$ cat config.mk
export PLATFORM = sky130hd
export DESIGN_NAME = uart_tx_fsm
export DESIGN_NICKNAME = d
export VERILOG_FILES = /design/src/rtl/uart_tx_pkg.sv /design/src/rtl/uart_tx_serializer.sv /design/src/rtl/uart_tx_fsm.sv
export SDC_FILE = /design/constraint.sdc
export NUM_CORES = 1
export LEC_CHECK = 0
export CAP_MARGIN = 20
export CORE_MARGIN = 2
export CORE_UTILIZATION = 48
export DETAILED_ROUTE_END_ITERATION = 6
export PLACE_DENSITY = 0.79
export SYNTH_ARGS = -nofsm -noshare
export SYNTH_HDL_FRONTEND = slang
export SYNTH_HIERARCHICAL = 1
export SYNTH_SLANG_ARGS = --single-unit
export TNS_END_PERCENT = 1
$ cat constraint.sdc
create_clock -name CLK -period 1.8 [get_ports CLK]
set_input_delay 0.36 -clock CLK [delete_from_list [all_inputs] [get_ports CLK]]
set_output_delay 0.36 -clock CLK [all_outputs]
set_load 0.05 [all_outputs]
$ cat src/rtl/uart_tx_pkg.sv
// Shared definitions for the UART transmit controller: state encoding,
// TX output mux select codes and the default frame data width.
package uart_tx_pkg;

  // Binary-encoded FSM state, 3 bits wide.
  typedef logic [2:0] state_t;

  localparam state_t ST_IDLE   = 3'd0;
  localparam state_t ST_START  = 3'd1;
  localparam state_t ST_DATA   = 3'd2;
  localparam state_t ST_PARITY = 3'd3;
  localparam state_t ST_STOP   = 3'd4;

  // Select codes for the downstream registered TX mux.
  localparam logic [1:0] MUX_START = 2'b00;
  localparam logic [1:0] MUX_STOP  = 2'b01;
  localparam logic [1:0] MUX_DATA  = 2'b10;
  localparam logic [1:0] MUX_PAR   = 2'b11;

  // Default number of data bits per frame (legal range 5..9).
  localparam int DATA_WIDTH_DEF = 8;

  // Moore decode of the mux select from the FSM state. Unused encodings
  // fall back to the idle/stop level so the line stays high.
  function automatic logic [1:0] mux_sel_of(input state_t st);
    logic [1:0] sel;
    sel = MUX_STOP;
    case (st)
      ST_START:  sel = MUX_START;
      ST_DATA:   sel = MUX_DATA;
      ST_PARITY: sel = MUX_PAR;
      default:   sel = MUX_STOP;
    endcase
    return sel;
  endfunction

endpackage

$ cat src/rtl/uart_tx_serializer.sv
// Data-bit serializer: holds the captured word in a right-shifting register,
// counts transmitted data bits and flags the last one. The current bit is
// always shift_q[0].
module uart_tx_serializer
  import uart_tx_pkg::*;
#(
  parameter int DATA_WIDTH = DATA_WIDTH_DEF
) (
  input  logic                  clk_i,
  input  logic                  rst_i,
  input  logic                  load_i,
  input  logic                  shift_en_i,
  input  logic [DATA_WIDTH-1:0] data_in_i,
  output logic                  ser_data_o,
  output logic                  done_o
);

  localparam int CW = $clog2(DATA_WIDTH);

  logic [DATA_WIDTH-1:0] shift_q, shift_d;
  logic [CW-1:0]         cnt_q, cnt_d;
  logic                  done;

  assign done = (cnt_q == CW'(DATA_WIDTH - 1));

  // Next-state for shift register and bit counter. The final data bit is not
  // shifted out, so ser_data holds that bit after DATA instead of toggling;
  // the counter wraps to zero on that same cycle, clearing it on exit.
  always_comb begin
    shift_d = shift_q;
    cnt_d   = cnt_q;
    if (load_i) begin
      shift_d = data_in_i;
      cnt_d   = '0;
    end else if (shift_en_i) begin
      if (done) begin
        cnt_d = '0;
      end else begin
        shift_d = {1'b0, shift_q[DATA_WIDTH-1:1]};
        cnt_d   = cnt_q + CW'(1);
      end
    end
  end

  // State registers with synchronous active-high reset.
  always_ff @(posedge clk_i) begin
    if (rst_i) begin
      shift_q <= '0;
      cnt_q   <= '0;
    end else begin
      shift_q <= shift_d;
      cnt_q   <= cnt_d;
    end
  end

  assign ser_data_o = shift_q[0];
  assign done_o     = done;

endmodule

$ cat src/rtl/uart_tx_fsm.sv
// UART transmit controller. Sequences start, DATA_WIDTH data bits LSB first,
// optional parity and stop, one bit per baud clock, by steering the
// downstream registered TX mux. The line therefore lags mux_sel by one cycle.
//
// Request handshake: DATA_VALID is a one-sided valid with no ready. A word is
// taken on any edge where DATA_VALID=1 and the FSM is in IDLE or STOP; in every
// other state the request is dropped, not queued. busy=1 marks the cycles in
// which a request would be ignored, except STOP, which also accepts.
module uart_tx_fsm
  import uart_tx_pkg::*;
#(
  parameter int DATA_WIDTH = DATA_WIDTH_DEF
) (
  input  logic                  CLK,
  input  logic                  RST,
  input  logic [DATA_WIDTH-1:0] P_DATA,
  input  logic                  DATA_VALID,
  input  logic                  PAR_EN,
  input  logic                  PAR_TYP,
  output logic [1:0]            mux_sel,
  output logic                  ser_data,
  output logic                  par_bit,
  output logic                  busy,
  output logic [2:0]            state_dbg_o
);

  state_t state_q, state_d;
  logic   par_en_q, par_en_d;
  logic   par_bit_q, par_bit_d;
  logic   accept;
  logic   shift_en;
  logic   ser_done;

  // A new word is taken only when the line is idle or finishing its stop bit.
  assign accept   = DATA_VALID && ((state_q == ST_IDLE) || (state_q == ST_STOP));
  assign shift_en = (state_q == ST_DATA);

  uart_tx_serializer #(
    .DATA_WIDTH (DATA_WIDTH)
  ) u_ser (
    .clk_i      (CLK),
    .rst_i      (RST),
    .load_i     (accept),
    .shift_en_i (shift_en),
    .data_in_i  (P_DATA),
    .ser_data_o (ser_data),
    .done_o     (ser_done)
  );

  // Next-state logic for the frame sequencer.
  always_comb begin
    state_d = state_q;
    case (state_q)
      ST_IDLE:   if (accept) state_d = ST_START;
      ST_START:  state_d = ST_DATA;
      ST_DATA:   if (ser_done) state_d = par_en_q ? ST_PARITY : ST_STOP;
      ST_PARITY: state_d = ST_STOP;
      ST_STOP:   state_d = accept ? ST_START : ST_IDLE;
      default:   state_d = ST_IDLE;
    endcase
  end

  // Frame options and parity are captured once per accepted word so that
  // later input changes cannot disturb the frame in flight.
  always_comb begin
    par_en_d  = par_en_q;
    par_bit_d = par_bit_q;
    if (accept) begin
      par_en_d  = PAR_EN;
      par_bit_d = (^P_DATA) ^ PAR_TYP;
    end
  end

  // Registers with synchronous active-high reset; reset aborts any frame.
  always_ff @(posedge CLK) begin
    if (RST) begin
      state_q   <= ST_IDLE;
      par_en_q  <= 1'b0;
      par_bit_q <= 1'b0;
    end else begin
      state_q   <= state_d;
      par_en_q  <= par_en_d;
      par_bit_q <= par_bit_d;
    end
  end

  // Moore outputs, decoded from the state register only.
  always_comb begin
    mux_sel = mux_sel_of(state_q);
    busy    = (state_q != ST_IDLE);
  end

  assign par_bit     = par_bit_q;
  assign state_dbg_o = state_q;

endmodule

==> results.cfg <==
[timing]
setup-tns-final_ps = 0
maxSlewHeadroom_pct = 75.2
whs_ps = 504
final-hold-violation-count = 0
fin_crit_ps = 1720
clock.fmax_mhz = 581
tightestPinTransition_ps = 363
rsz0062_at_grt = yes
fin_crit_sh_pct = 95.6
report.final.slew_viol_count = 0
fin_skew_ps = 5.57
setup_viol = 0

[drt]
first_pass_iters = 4
wl_per_cell_um = 12.0
postRouteAntennaNets = 0
wl_um = 1750
vias_per_cell = 5.14
drc_errors = 0
num_vias = 750
drt_iter0_drc = 20

[placed_design]
post-dp-hpwl_um = 1360
dp.cells = 142
dpl_cell_area_um2 = 1160
io_buffers = 20
gp_congestion = 0.743

[final_layout]
stdcell_count = 146
diodes = 0
utilization_pct = 68.0
syn2layout_area_growth_pct = 30.8
fin_area_um2 = 1200
drive_gt1_share_pct = 26.4
fin_nets = 137

[clocking]
clock_tree.buffer_depth = 2
clkTransAtPathRegs_ps = 100
htree_levels = 1
cts_tree = yes
hold_buffers = 0
cts_root_buf = clkbuf_4
tritoncts.num_buffers = 3
worstSkewPairLatency_ps = 290
cts_sinks = 16

[power]
power_density_nw_per_um2 = 1220
seqPwrFrac_pct = 33.0
p_sw_mw = 0.589
ir_worst_vdd_mv = 0.983
comb_power_share_pct = 50.7
internal-power_mw = 0.873
power_frac_clock_pct = 16.2
switching_share_pct = 40.3
p_leak_nw = 0.496

[critical_path]
crit_required_ps = 1970
startpoint_type = primary input
critical_path_class = in -> reg
r2r-end = u_ser/shift_q[4]
end_kind = flip-flop
ff2ff_setup_slack_ps = 180
r2r-start = u_ser/cnt_q[0]
worst-path-max-fanout = 18
reg2reg_depth = 5
cp.arrival_ps = 1890

[worst_hold_path]
worstHoldPathType = reg -> reg
hold_start = u_ser/shift_q[7]
min_to = u_ser/shift_q[7]
hold_depth = 2

[grt]
grt_usage_pct = 18.3
grt_pass1_wl_um = 2960
antenna_found_initial = 0
grt_max_degree = 19
grt.overflow.total = 0
grt_pass1_vias = 713

[synth]
ys_ff_latch = 16
yosysSeqAreaShare_pct = 34.9
synth_nets = 111
yosys_warnings = 6
syn_avg_cell_area_um2 = 9.55
ys_types = 33
synthCells = 96
netlist_area_um2 = 917

[floorplan]
ioPinCount = 21
fp-row-count = 15
die_w_um = 47.7
die_h_um = 47.7
die-area_um2 = 2280
core_area_um2 = 1760
start_util_pct = 52.0

[run]
cap_violations = 0

[run_status]
status = completed
[per-stage QoR]
step | setup slack, ps | power [mW]
after floorplan | -35.1 | 1.03
after global placement | -190 | 1.21
after detailed placement | -279 | 1.23
after CTS | 32.3 | 1.47
after global routing | -22.2 | 1.55
final | 79.9 | 1.46
[synth_stat cells, drive strengths merged]
cell / count / area (µm²)
nor3: 10 / 50.1
xnor3: 1 / 22.5
a211oi: 1 / 7.51
o211ai: 1 / 12.5
o21ai: 1 / 5.00
nand3b: 3 / 22.5
a2111oi: 6 / 77.6
or3: 2 / 12.5
xnor2: 3 / 45.1
nor2b: 6 / 37.5
o32ai: 1 / 8.76
o311a: 1 / 10.0
mux2i: 3 / 30.0
and2b: 1 / 7.51
a21o: 2 / 15.0
or3b: 1 / 8.76
ha: 2 / 25.0
clkbuf: 1 / 3.75
inv: 5 / 18.8
nor2: 10 / 45.0
dfxtp: 16 / 320
nand2b: 4 / 25.0
mux2: 1 / 11.3
a21oi: 4 / 20.0
nand2: 3 / 11.3
buf: 5 / 46.3
xor2: 2 / 17.5
[routing by layer]
metal	vias to the layer above	global-route usage, %	routed length [µm]
met2	16	30.9	880
met1	343	23.1	782
met4	0	3.24	0
li1	391	-	-
met3	0	6.04	85
met5	-	0	0
[timing repair]
action,4_1_cts,5_1_grt
setup endpoints to repair,0,6
buffers inserted,0,0
gates resized for setup,0,3
[cell usage in the layout, fill, tap and decap left out, types with 3 or more instances in the layout]
cell type        netlist  layout
nor2b_1                6       6
a21oi_1                4       4
nand3b_1               3       3
nor2_1                 9       9
buf_4                  1      13
mux2i_1                3       3
a2111oi_2              4       4
dfxtp_2                0       3
nand2_1                3       3
nand2b_1               4       4
dfxtp_1               16      13
clkdlybuf4s50_1        0      12
nor3_1                10      10
inv_1                  4       4
clkbuf_4               0       3
[cells by family (layout without fill, tap and decap cells)]
| group | after synthesis | after routing | synth area share (%) |
|---|---|---|---|
| buffers and inverters | 11 | 36 | 7.50 |
| adders and majority gates | 2 | 2 | 2.73 |
| DFF | 16 | 16 | 34.9 |
| xor gates and xnor gates | 6 | 6 | 9.28 |
| and+or+nand+nor | 40 | 40 | 24.0 |
| muxes | 4 | 4 | 4.50 |
| AOI/OAI and AO/OA | 17 | 17 | 17.1 |
[registers in the layout, indices dropped and copies added, names as in the netlist]
| register | flops |
|---|---|
| par_bit | 1 |
| par_en_q | 1 |
| state_dbg_o | 3 |
| u_ser/cnt_q | 3 |
| u_ser/shift_q | 8 |
[critical path: stages]
cell	delay [ps]
clkdlybuf4s50_1	470
or3b_1	410
inv_4	160
nor2_1	80
a2111oi_0	410
[how the worst max path moves through the flow]
stage               slack [ps]      startpoint          endpoint
detailed placement        -280      DATA_VALID  u_ser/shift_q[2]
global placement          -190      DATA_VALID  u_ser/shift_q[2]
finish                      80      DATA_VALID  u_ser/shift_q[2]
floorplan                  -40  state_dbg_o[2]  u_ser/shift_q[6]
CTS                         30      DATA_VALID  u_ser/shift_q[2]
global route               -20      DATA_VALID  u_ser/shift_q[2]
[power groups by stage]
stage	Sequential, mW	Combinational, mW	Clock, mW
final	0.483	0.742	0.237
after global routing	0.494	0.801	0.258
after CTS	0.483	0.744	0.247
after detailed placement	0.491	0.742	0
after global placement	0.488	0.725	0
after floorplan	0.555	0.473	0
[area by class of cell]
type,count,area (µm²)
Sequential cell,16,324
Timing Repair Buffer,27,258
Tap cell,25,31.3
Multi-Input combinational cell,69,529
Fill cell,155,564
Inverter,5,21.3
Clock buffer,4,36.3
No activity file was read; power rests on OpenSTA's default activity.
